**config.mk**
```make
export PLATFORM = sky130hd
export DESIGN_NAME = shift_register_receiver
export DESIGN_NICKNAME = d
export VERILOG_FILES = /design/src/rtl/shift_register_receiver.sv
export SDC_FILE = /design/constraint.sdc
export NUM_CORES = 1
export LEC_CHECK = 0
export BUFFER_PORTS_ARGS = -buffer_cell sky130_fd_sc_hd__buf_2
export CAP_MARGIN = 20
export CORE_MARGIN = 2
export CORE_UTILIZATION = 47
export DETAILED_ROUTE_END_ITERATION = 10
export PLACE_DENSITY = 0.79
export SYNTH_ARGS = -nofsm -noshare
export SYNTH_HDL_FRONTEND = slang
export SYNTH_SLANG_ARGS = --single-unit
```
**constraint.sdc**
```tcl
create_clock -name sys_clk -period 1.1 [get_ports sys_clk]
set_input_delay 0.22 -clock sys_clk [delete_from_list [all_inputs] [get_ports sys_clk]]
set_output_delay 0.22 -clock sys_clk [all_outputs]
set_load 0.1 [all_outputs]
```
**src/rtl/shift_register_receiver.sv**
```systemverilog
// Serial-in / parallel-out receiver modelled on a 595-style shift register, with every pin
// resynchronised into sys_clk. Optional shift counter enabled by SHIFT_REGISTER_RECEIVER_BITCOUNT_EN.
`timescale 1ns/1ps
module shift_register_receiver #(
    parameter int WIDTH = 64
) (
    input  logic             sys_clk,
    input  logic             sys_rst_n,
    input  logic             ser,
    input  logic             srclk,
    input  logic             rclk,
    input  logic             srclr_n,
    input  logic             oe_n,
    output logic [WIDTH-1:0] data_out,
    output logic             frame_valid,
    output logic             frame_ok,
    output logic [7:0]       bit_count
);

    // Pin bundle order: {oe_n, srclr_n, rclk, srclk, ser}; the active-low controls idle at 1.
    localparam logic [4:0] SYNC_RST = 5'b11000;

    logic [4:0]       meta_q;
    logic [4:0]       sync_q;
    logic             srclk_prev_q;
    logic             rclk_prev_q;
    logic [WIDTH-1:0] shift_q, shift_d;
    logic [WIDTH-1:0] storage_q, storage_d;
    logic             valid_q, valid_d;

    logic ser_s;
    logic srclk_rise;
    logic rclk_rise;
    logic clr;
    logic oe_off;

    always_ff @(posedge sys_clk or negedge sys_rst_n) begin
        if (!sys_rst_n) begin
            meta_q       <= SYNC_RST;
            sync_q       <= SYNC_RST;
            srclk_prev_q <= 1'b0;
            rclk_prev_q  <= 1'b0;
        end else begin
            meta_q       <= {oe_n, srclr_n, rclk, srclk, ser};
            sync_q       <= meta_q;
            srclk_prev_q <= sync_q[1];
            rclk_prev_q  <= sync_q[2];
        end
    end

    assign ser_s      = sync_q[0];
    assign srclk_rise = sync_q[1] & ~srclk_prev_q;
    assign rclk_rise  = sync_q[2] & ~rclk_prev_q;
    assign clr        = ~sync_q[3];
    assign oe_off     = sync_q[4];

    // A latch coinciding with a shift captures the pre-shift contents; an active clear wins over both.
    always_comb begin
        shift_d   = shift_q;
        storage_d = storage_q;
        valid_d   = 1'b0;
        if (clr) begin
            shift_d = '0;
        end else if (srclk_rise) begin
            shift_d = {shift_q[WIDTH-2:0], ser_s};
        end
        if (rclk_rise) begin
            storage_d = clr ? '0 : shift_q;
            valid_d   = 1'b1;
        end
    end

    always_ff @(posedge sys_clk or negedge sys_rst_n) begin
        if (!sys_rst_n) begin
            shift_q   <= '0;
            storage_q <= '0;
            valid_q   <= 1'b0;
        end else begin
            shift_q   <= shift_d;
            storage_q <= storage_d;
            valid_q   <= valid_d;
        end
    end

    assign data_out    = oe_off ? '0 : storage_q;
    assign frame_valid = valid_q;

`ifdef SHIFT_REGISTER_RECEIVER_BITCOUNT_EN
    logic [7:0] count_q, count_d;
    logic       ok_q, ok_d;

    always_comb begin
        count_d = count_q;
        ok_d    = ok_q;
        if (rclk_rise) begin
            ok_d = !clr && (int'(count_q) == WIDTH);
        end
        if (clr) begin
            count_d = 8'd0;
        end else if (rclk_rise) begin
            count_d = srclk_rise ? 8'd1 : 8'd0;
        end else if (srclk_rise && count_q != 8'hFF) begin
            count_d = count_q + 8'd1;
        end
    end

    always_ff @(posedge sys_clk or negedge sys_rst_n) begin
        if (!sys_rst_n) begin
            count_q <= 8'd0;
            ok_q    <= 1'b0;
        end else begin
            count_q <= count_d;
            ok_q    <= ok_d;
        end
    end

    assign bit_count = count_q;
    assign frame_ok  = ok_q;
`else
    assign bit_count = 8'd0;
    assign frame_ok  = 1'b1;
`endif

endmodule

```
==> impl_table.tex, run 1 <==
\begin{tabular}{lr}
\hline
Metric & Value \\
\hline
\multicolumn{2}{l}{\textbf{Floorplanning}} \\
Vertical extent of the die & 117 microns \\
Area of the core region & 0.0125 sq mm \\
Standard-cell rows & 41 \\
Overall die width & 117 microns \\
Number of placed I/O pins & 81 \\
Initial Util & 47.7\% \\
Total die area & 0.0136 sq mm \\
\multicolumn{2}{l}{\textbf{STA}} \\
Final-report setup violation count & 193 \\
Maximum frequency from static timing analysis & 528 MHz \\
RSZ-0062 raised after global routing & true \\
Fin crit share & 172\% \\
Setup TNS & -81.63 ns \\
Min Hold Slack & 0.220 ns \\
Clock skew after layout & 0.00897 ns \\
Shortest clock period the worst path allows after layout & 1.89 ns \\
Hold Vio Cnt, Final & 0 \\
Final count of pins violating max slew & 0 \\
Least setup slack across all paths after layout & -0.793 ns \\
\multicolumn{2}{l}{\textbf{Layout}} \\
Fillcell total & 526 \\
Top library cells by usage in the layout, fill and taps aside & dfrtp\_1 (136), mux2i\_1 (105), buf\_12 (75) \\
P\&R area growth vs syn & 77.5\% \\
Post-layout util & 84.7\% \\
Share of final-layout standard cells stronger than drive strength 1 & 52.5\% \\
Total inserted antenna cells & 0 \\
Nets@finish & 671 \\
Commonest non-fill, non-tap cell in the layout & dfrtp\_1 \\
\multicolumn{2}{l}{\textbf{Flow run}} \\
Max-capacitance violation count & 0 \\
\multicolumn{2}{l}{\textbf{Routing}} \\
Via density per instance & 5.32 \\
Number of vias in the routed layout & 4511 \\
Initial DRC Count & 343 \\
Wire per inst & 25.3 microns \\
Number of routed nets with antenna violations & 0 \\
DRC violations left & 0 \\
Routed Wire Length & 21.5 mm \\
Number of detailed-route iterations in the first pass & 5 \\
\multicolumn{2}{l}{\textbf{Worst setup path}} \\
Crit path capture type & output port \\
Crit-path leading delay family & flip-flops \\
Critical Path Fanout Max & 6 \\
Crit path required time & 0.88 ns \\
Critical-path cell with the highest stage delay & dfstp\_4 \\
Critical path, cell by cell & buf\_12 > clkbuf\_16 > nor2\_4 > buf\_12 \\
Worst Path Arrival & 1.67 ns \\
CP startpoint kind & flip-flop \\
Stage delay of the slowest cell on the critical path & 0.67 ns \\
Kind of critical path & reg2out \\
Buffers plus inverters on the worst setup path & 3 \\
Cell type with the highest occurrence count on the critical path & buf\_12 \\
\multicolumn{2}{l}{\textbf{Global route}} \\
Total grt overflow & 0 \\
Initial antenna violation count & 0 \\
Maximum number of pins on one net before global-route repair & 40 \\
All-Layer GR Usage & 27.9\% \\
First-pass GRT wire length & 27.3 mm \\
Vias in the first global route & 4787 \\
\multicolumn{2}{l}{\textbf{Place}} \\
\# port buffers & 71 \\
DPL Wire Length & 7.49 mm \\
Global placement routability congestion & 0.723 \\
\multicolumn{2}{l}{\textbf{Power and ir drop}} \\
Power density relative to cell area & 1210 mW/mm\^{}2 \\
Post-layout total power & 0.0128 W \\
Leak Pwr & 4.63 nW \\
Max VDD drop & 1.30 mV \\
\multicolumn{2}{l}{\textbf{Clock tree}} \\
Source-to-sink clock delay at the later pin of the worst-skew pair & 0.44 ns \\
Clock transition at the registers of the reported paths & 0.06 ns \\
Num CTS Buffers & 17 \\
H-tree lvl count & 4 \\
Clock tree from TritonCTS & built \\
Clock Sink Count & 141 \\
Cell at the root of the clock tree & clkbuf\_16 \\
Max Buffers Root-to-Sink & 2 \\
\multicolumn{2}{l}{\textbf{Synthesis}} \\
Synthesized flop and latch total & 141 \\
Number of different library cells in the post-synthesis netlist & 13 \\
Post-synthesis average cell area & 11.9 sq um \\
Number of warnings printed during yosys synthesis & 0 \\
Syn Inst Count & 503 \\
Register area share after synthesis & 59.2\% \\
Combined area of all synthesized cells & 0.00597 sq mm \\
\multicolumn{2}{l}{\textbf{Run status}} \\
Violations in the final reports & setup timing \\
Result of the run & finished, violations left \\
\multicolumn{2}{l}{\textbf{Min path}} \\
Path type of the worst min-delay path & in2async \\
\hline
\end{tabular}
[where the power goes]
group          total (W)  internal [W]  switching [W]
Clock            0.00615       0.00373        0.00242
Combinational    0.00142      0.000596       0.000824
Sequential       0.00525       0.00522      0.0000278
Total             0.0128       0.00955        0.00327
[layer usage]
metal | GRT usage [%] | wire [microns] | vias up
met5 | 0 | 0 | -
met4 | 10.0 | 1120 | 0
met3 | 7.11 | 1280 | 92
met2 | 49.4 | 10900 | 220
met1 | 32.9 | 8120 | 2311
li1 | - | - | 1888
[cells in the mapped netlist]
cell	number	share of area [%]
conb_1	2	0.13
clkbuf_1	1	0.063
dfstp_2	4	1.8
nor2_1	64	4.0
mux2i_1	128	21
inv_1	64	4.0
nor2b_4	2	0.46
buf_4	13	1.6
buf_8	3	0.75
buf_12	10	3.4
dfrtp_1	137	57
nand2_1	65	4.1
buf_2	10	0.84
[flip-flops by register name, summed over array words and instances, names as in the netlist]
| name | flops |
|---|---|
| shift_q | 64 |
| storage_q | 64 |
| meta_q | 5 |
| sync_q | 5 |
| frame_valid | 1 |
| rclk_prev_q | 1 |
| srclk_prev_q | 1 |
[area by class of cell]
cell class,count,area [sq um],area share (%)
Sequential cell,141,3540,33.4
Multi-Input combinational cell,268,3210,30.2
Timing Repair Buffer,172,2790,26.3
Clock buffer,21,470,4.44
Inverter,64,240,2.27
Tap cell,172,215,2.03
Clock inverter,10,139,1.31
[through the flow]
step | worst slack (ns) | std cells | cell area (sq um)
6_report | -0.793 | 848 | 10600
5_1_grt | -0.814 | 848 | 10600
4_1_cts | -0.744 | 843 | 9930
3_5_place_dp | -0.397 | 767 | 7400
2_1_floorplan | -0.262 | 510 | 6580
3_3_place_gp | -0.375 | 767 | 7400
[worst paths after layout]
kind / from / to / slack (ns) / cells past startpoint
max in group asynchronous: sys_rst_n / meta_q[3]$_DFF_PN1_ / 0.32 / 3
max: sync_q[4]$_DFF_PN1_ / data_out[51] / -0.79 / 4
min reg2reg: meta_q[2]$_DFF_PN0_ / sync_q[2]$_DFF_PN0_ / 0.35 / 0
min in group sys_clk: meta_q[2]$_DFF_PN0_ / sync_q[2]$_DFF_PN0_ / 0.35 / 0
max reg2reg: sync_q[3]$_DFF_PN1_ / shift_q[62]$_DFFE_PN0P_ / -0.40 / 5
min: sys_rst_n / shift_q[4]$_DFFE_PN0P_ / 0.22 / 2
[logic make-up after synthesis]
group	after synthesis	synth area share, %
mux	128	21.5
simple gates	131	8.57
other cells	2	0.126
flops	141	59.2
buf+inv	101	10.7
[worst reg2reg max path, stage by stage (launching register included)]
cell and delay (ns):
dfstp_2 0.62, buf_6 0.15, buf_6 0.13, buf_16 0.18, nand2_8 0.06, mux2i_1 0.25
[repair_timing]
| item | 4_1_cts | 5_1_grt |
|---|---|---|
| gates cloned | 16 | 9 |
| endpoints found under the setup margin | 193 | 193 |
| hold buffers | 6 | 0 |
| setup buffers | 23 | 4 |
| pin swaps | 0 | 8 |
| gates resized for setup | 334 | 99 |
| endpoints found under the hold margin | 128 | 0 |
No activity file was read; power rests on OpenSTA's default activity.
==> inputs of run 2 (changes only) <==
--- a/config.mk
+++ b/config.mk
@@ -11,6 +11,7 @@
 export CORE_UTILIZATION = 47
 export DETAILED_ROUTE_END_ITERATION = 10
 export PLACE_DENSITY = 0.79
+export SKIP_CTS_REPAIR_TIMING = 1
 export SYNTH_ARGS = -nofsm -noshare
 export SYNTH_HDL_FRONTEND = slang
 export SYNTH_SLANG_ARGS = --single-unit
==> impl_table.tex, run 2 (synthesis gave the netlist of run 1 again) <==
\begin{tabular}{lr}
\hline
Metric & Value \\
\hline
\multicolumn{2}{l}{\textbf{Place}} \\
\# port buffers & 71 \\
Placed inst area & 0.00740 sq mm \\
Post-Place Worst Slack & -0.397 ns \\
DPL Wire Length & 7.49 mm \\
Global placement routability congestion & 0.723 \\
\multicolumn{2}{l}{\textbf{STA}} \\
Final count of pins violating max slew & 0 \\
Final-report setup violation count & 193 \\
Maximum frequency from static timing analysis & 542 MHz \\
Shortest clock period the worst path allows after layout & 1.84 ns \\
Min Hold Slack & 0.236 ns \\
RSZ-0062 raised after global routing & true \\
Clock skew after layout & 0.00897 ns \\
Least setup slack across all paths after layout & -0.743 ns \\
Hold Vio Cnt, Final & 0 \\
Fin crit share & 168\% \\
\multicolumn{2}{l}{\textbf{Power and ir drop}} \\
Leak Pwr & 4.60 nW \\
Max VDD drop & 1.02 mV \\
Power density relative to cell area & 1250 mW/mm\^{}2 \\
\multicolumn{2}{l}{\textbf{Floorplanning}} \\
Number of placed I/O pins & 81 \\
Initial Util & 47.7\% \\
Overall die width & 117 microns \\
Standard-cell rows & 41 \\
Vertical extent of the die & 117 microns \\
Total die area & 0.0136 sq mm \\
Area of the core region & 0.0125 sq mm \\
\multicolumn{2}{l}{\textbf{Worst setup path}} \\
Critical-path cell with the highest stage delay & dfstp\_4 \\
Stage delay of the slowest cell on the critical path & 0.64 ns \\
Cell type with the highest occurrence count on the critical path & buf\_12 \\
Kind of critical path & reg2out \\
Buffers plus inverters on the worst setup path & 3 \\
Worst Path Arrival & 1.62 ns \\
Critical path, cell by cell & buf\_12 > clkbuf\_16 > nor2\_4 > buf\_12 \\
Critical Path Fanout Max & 6 \\
Crit path capture type & output port \\
Crit path required time & 0.88 ns \\
CP startpoint kind & flip-flop \\
Crit-path leading delay family & flip-flops \\
\multicolumn{2}{l}{\textbf{Clock tree}} \\
H-tree lvl count & 4 \\
Cell at the root of the clock tree & clkbuf\_16 \\
Clock tree from TritonCTS & built \\
Max Buffers Root-to-Sink & 2 \\
Num CTS Buffers & 17 \\
Clock Sink Count & 141 \\
Clock transition at the registers of the reported paths & 0.06 ns \\
Source-to-sink clock delay at the later pin of the worst-skew pair & 0.42 ns \\
\multicolumn{2}{l}{\textbf{Run status}} \\
Result of the run & finished, violations left \\
Violations in the final reports & setup timing \\
\multicolumn{2}{l}{\textbf{Layout}} \\
Final design instance area without fill & 0.00992 sq mm \\
Total inserted antenna cells & 0 \\
Top library cells by usage in the layout, fill and taps aside & dfrtp\_1 (136), mux2i\_1 (122), buf\_12 (66) \\
Share of final-layout standard cells stronger than drive strength 1 & 48.9\% \\
Leading registers by flop count & shift\_q (64), storage\_q (64) \\
Commonest non-fill, non-tap cell in the layout & dfrtp\_1 \\
Nets@finish & 662 \\
P\&R area growth vs syn & 66.2\% \\
\multicolumn{2}{l}{\textbf{Global route}} \\
All-Layer GR Usage & 18.3\% \\
Vias in the first global route & 3890 \\
First-pass GRT wire length & 19.0 mm \\
Maximum number of pins on one net before global-route repair & 40 \\
Total grt overflow & 0 \\
Initial antenna violation count & 0 \\
\multicolumn{2}{l}{\textbf{Routing}} \\
Number of vias in the routed layout & 4249 \\
Number of routed nets with antenna violations & 0 \\
Routed Wire Length & 18.1 mm \\
Via density per instance & 5.06 \\
DRC violations left & 0 \\
Number of detailed-route iterations in the first pass & 5 \\
Wire per inst & 21.6 microns \\
Initial DRC Count & 245 \\
\multicolumn{2}{l}{\textbf{Flow run}} \\
Max-capacitance violation count & 0 \\
\multicolumn{2}{l}{\textbf{Min path}} \\
Path type of the worst min-delay path & in2async \\
\hline
\end{tabular}
[run 2: power breakdown]
part / switching (W) / internal (W)
clock network: 0.00222 / 0.00373
registers: 0.0000255 / 0.00523
logic: 0.000734 / 0.000508
total: 0.00298 / 0.00947
[run 2: final timing paths]
check | from | end | slack, ns | cells past startpoint
setup / recovery | sync_q[4]$_DFF_PN1_ | data_out[62] | -0.74 | 4
hold / removal | sys_rst_n | shift_q[7]$_DFFE_PN0P_ | 0.24 | 2
setup reg to reg | sync_q[3]$_DFF_PN1_ | shift_q[46]$_DFFE_PN0P_ | -0.34 | 4
hold reg to reg | meta_q[1]$_DFF_PN0_ | sync_q[1]$_DFF_PN0_ | 0.35 | 0
max in group asynchronous | sys_rst_n | storage_q[11]$_DFFE_PN0P_ | 0.33 | 3
min in group sys_clk | meta_q[1]$_DFF_PN0_ | sync_q[1]$_DFF_PN0_ | 0.35 | 0
[run 2: final cells by class]
type | count | area [sq um]
Multi-Input combinational cell | 268 | 2820
Clock buffer | 21 | 470
Sequential cell | 141 | 3540
Clock inverter | 10 | 139
Tap cell | 172 | 215
Inverter | 64 | 240
Timing Repair Buffer | 163 | 2500
Fill cell | 623 | 2590
[run 2: stage by stage]
stage / power [W] / setup TNS [ns] / utilization (%) / instances
floorplan: 0.00599 / -16.12 / - / 510
global placement: 0.00610 / -22.23 / 59.1 / 767
global route: 0.0128 / -79.06 / 79.3 / 839
detailed placement: 0.00611 / -26.56 / 59.1 / 767
finish: 0.0124 / -72.99 / 79.3 / 839
CTS: 0.0119 / -57.42 / 64.0 / 798
[run 2: per-layer routing]
metal / routed length [microns] / share of wire (%) / up-vias / track usage (%)
met4: 425 / 2.3 / 0 / 7.53
met1: 7040 / 39 / 2204 / 23.1
met2: 9830 / 54 / 141 / 29.9
met5: 0 / 0 / - / 0
li1: - / - / 1865 / -
met3: 829 / 4.6 / 39 / 5.03
[run 2: worst register-to-register path: stages (launching register included)]
cell and delay [ns]:
dfstp_4 0.71, buf_12 0.14, clkbuf_16 0.18, nand2_4 0.08
mux2i_1 0.23
==> inputs of run 3 (changes only) <==
--- a/config.mk
+++ b/config.mk
@@ -5,11 +5,13 @@
 export SDC_FILE = /design/constraint.sdc
 export NUM_CORES = 1
 export LEC_CHECK = 0
+export ABC_AREA = 1
 export BUFFER_PORTS_ARGS = -buffer_cell sky130_fd_sc_hd__buf_2
 export CAP_MARGIN = 20
 export CORE_MARGIN = 2
 export CORE_UTILIZATION = 47
 export DETAILED_ROUTE_END_ITERATION = 10
+export HOLD_SLACK_MARGIN = 0.15
 export PLACE_DENSITY = 0.79
 export SKIP_CTS_REPAIR_TIMING = 1
 export SYNTH_ARGS = -nofsm -noshare
==> impl_table.tex, run 3 <==
\begin{tabular}{lr}
\hline
Metric & Value \\
\hline
\multicolumn{2}{l}{\textbf{Flow run}} \\
Max-capacitance violation count & 0 \\
\multicolumn{2}{l}{\textbf{Routing}} \\
Via density per instance & 4.94 \\
Routed Wire Length & 18.8 mm \\
Number of detailed-route iterations in the first pass & 5 \\
Number of routed nets with antenna violations & 0 \\
DRC violations left & 0 \\
Number of vias in the routed layout & 5647 \\
Initial DRC Count & 361 \\
Wire per inst & 16.5 microns \\
\multicolumn{2}{l}{\textbf{Clock tree}} \\
Clock Sink Count & 141 \\
H-tree lvl count & 4 \\
Source-to-sink clock delay at the later pin of the worst-skew pair & 0.42 ns \\
Clock tree from TritonCTS & built \\
Max Buffers Root-to-Sink & 2 \\
Clock transition at the registers of the reported paths & 0.06 ns \\
Num CTS Buffers & 17 \\
Cell at the root of the clock tree & clkbuf\_16 \\
\multicolumn{2}{l}{\textbf{STA}} \\
Shortest clock period the worst path allows after layout & 1.80 ns \\
RSZ-0062 raised after global routing & true \\
Least setup slack across all paths after layout & -0.703 ns \\
Final count of pins violating max slew & 0 \\
Min Hold Slack & 0.265 ns \\
Final-report setup violation count & 190 \\
Fin crit share & 164\% \\
Hold Vio Cnt, Final & 0 \\
Clock skew after layout & 0.00856 ns \\
Maximum frequency from static timing analysis & 555 MHz \\
\multicolumn{2}{l}{\textbf{Worst setup path}} \\
Crit-path leading delay family & flip-flops \\
Cell type with the highest occurrence count on the critical path & buf\_4 \\
Critical-path cell with the highest stage delay & dfstp\_4 \\
Crit path required time & 0.88 ns \\
Crit path capture type & output port \\
FF-to-FF setup slack & -0.25 ns \\
Stage delay of the slowest cell on the critical path & 0.67 ns \\
Worst reg2reg endpoint & shift\_q[12]\$\_DFFE\_PN0P\_ \\
Critical Path Fanout Max & 6 \\
Worst Path Arrival & 1.58 ns \\
Critical path, cell by cell & buf\_4 > nor2\_2 > buf\_4 \\
Length in cells of the worst reg-to-reg path & 6 \\
Kind of critical path & reg2out \\
Buffers plus inverters on the worst setup path & 2 \\
RR Startpoint & sync\_q[3]\$\_DFF\_PN1\_ \\
CP startpoint kind & flip-flop \\
\multicolumn{2}{l}{\textbf{Global route}} \\
All-Layer GR Usage & 18.5\% \\
Vias in the first global route & 4644 \\
Maximum number of pins on one net before global-route repair & 44 \\
First-pass GRT wire length & 21.1 mm \\
Initial antenna violation count & 0 \\
Total grt overflow & 0 \\
\multicolumn{2}{l}{\textbf{Synthesis}} \\
Number of synthesized flops with an enable pin & 0 \\
Combinational family with the most area after synthesis & simple AND/OR/NAND/NOR gates \\
Cells taking the most area after synthesis & dfrtp\_1 (55\%), nand2\_1 (27\%), inv\_1 (7.8\%) \\
Prevailing post-synth register cell & dfrtp\_1 \\
Number of warnings printed during yosys synthesis & 0 \\
Compound-gate portion of the synthesized area & 0\% \\
Area share of the leading cell type in the synthesized netlist & 54.6\% \\
Post-synthesis async set-or-reset flop share & 100\% \\
Syn Inst Count & 841 \\
Combined area of all synthesized cells & 0.00628 sq mm \\
Number of different library cells in the post-synthesis netlist & 11 \\
Most instantiated library cell after synthesis & nand2\_1 \\
Synthesized flop and latch total & 141 \\
Ranking of synthesized cells by instance count & nand2\_1 (450), dfrtp\_1 (137), inv\_1 (131) \\
Largest area contributor in the netlist & dfrtp\_1 \\
Register area share after synthesis & 56.3\% \\
Post-synthesis simple-gate area fraction & 31.1\% \\
Xor-xnor portion of the synthesized cell area & 0\% \\
Adder and majority cell fraction of the synthesized area & 0\% \\
Fraction of synthesized area in multiplexers & 0\% \\
Post-synthesis average cell area & 7.47 sq um \\
\multicolumn{2}{l}{\textbf{Layout}} \\
Top library cells by usage in the layout, fill and taps aside & nand2\_1 (273), dfrtp\_1 (136), nand2\_2 (123) \\
Commonest non-fill, non-tap cell in the layout & nand2\_1 \\
Leading registers by flop count & shift\_q (64), storage\_q (64) \\
Fillcell total & 791 \\
P\&R area growth vs syn & 57.1\% \\
Share of final-layout standard cells stronger than drive strength 1 & 49.0\% \\
Total inserted antenna cells & 0 \\
Nets@finish & 961 \\
\multicolumn{2}{l}{\textbf{Min path}} \\
Path type of the worst min-delay path & in2async \\
\multicolumn{2}{l}{\textbf{Floorplanning}} \\
Number of placed I/O pins & 81 \\
Total die area & 0.0143 sq mm \\
Overall die width & 120 microns \\
Initial Util & 47.8\% \\
Vertical extent of the die & 120 microns \\
Area of the core region & 0.0131 sq mm \\
Standard-cell rows & 42 \\
\multicolumn{2}{l}{\textbf{Power and ir drop}} \\
Power density relative to cell area & 1260 mW/mm\^{}2 \\
Max VDD drop & 0.870 mV \\
Leak Pwr & 5.51 nW \\
Post-layout total power & 0.0124 W \\
\multicolumn{2}{l}{\textbf{Run status}} \\
Violations in the final reports & setup timing \\
Result of the run & finished, violations left \\
\multicolumn{2}{l}{\textbf{Place}} \\
Global placement routability congestion & 0.747 \\
\# port buffers & 71 \\
DPL Wire Length & 8.09 mm \\
\hline
\end{tabular}
run 3: cell count changes after synthesis, sizes merged:
cell	before	now
inv	64	133
nor2	64	66
buf	36	48
nand2	65	451
clkbuf	1	0
mux2i	128	0
nor2b	2	0
run 3: worst max path at each step:
stage	from	to	slack (ns)	cells after the start
global route	sync_q[4]$_DFF_PN1_	data_out[27]	-0.75	3
CTS	sync_q[4]$_DFF_PN1_	data_out[27]	-0.79	3
global placement	sync_q[4]$_DFF_PN1_	data_out[27]	-0.34	3
finish	sync_q[4]$_DFF_PN1_	data_out[27]	-0.70	3
floorplan	sync_q[4]$_DFF_PN1_	data_out[12]	-0.61	3
detailed placement	sync_q[4]$_DFF_PN1_	data_out[27]	-0.34	3
run 3: area by class of cell:
type	count	area (sq um)	share of cell area, %
clock buffers	21	450	4.57
inverters	133	624	6.33
repair buffers	135	1950	19.8
multi-input cells	526	2920	29.5
well taps	176	220	2.23
flip-flops and latches	141	3540	35.9
clock inverters	10	165	1.67
run 3: cells by family after synthesis:
group,count (synthesis)
buf+inv,181
other cells,2
flops,141
simple gates,517
run 3: through the flow:
step	utilization [%]	TNS, ns	cells	worst slack (ns)	cell area [sq um]
floorplan	-	-34.95	848	-0.615	6530
global placement	55.0	-23.56	1076	-0.338	7230
detailed placement	55.0	-24.94	1076	-0.341	7230
CTS	59.7	-57.79	1107	-0.789	7840
global route	75.1	-71.56	1142	-0.752	9870
finish	75.1	-65.45	1142	-0.703	9870
run 3: worst reg2reg max path: stages (launching register included):
cell	delay, ns
dfstp_4	0.65
buf_12	0.17
clkbuf_16	0.19
nand2_4	0.06
inv_4	0.07
nand2_2	0.06
nand2_1	0.09
run 3: metal layers:
| layer | share of wire (%) | vias to the layer above | global-route usage (%) |
|---|---|---|---|
| li1 | - | 2607 | - |
| met4 | 6.0 | 0 | 6.76 |
| met2 | 52 | 238 | 32.5 |
| met3 | 5.1 | 88 | 3.33 |
| met5 | 0 | - | 0 |
| met1 | 37 | 2714 | 22.8 |
run 3: power breakdown:
group	internal [W]	switching (W)	leakage, nW
Clock	0.00384	0.00220	0.289
Combinational	0.000387	0.000735	3.29
Sequential	0.00523	0.0000270	1.94
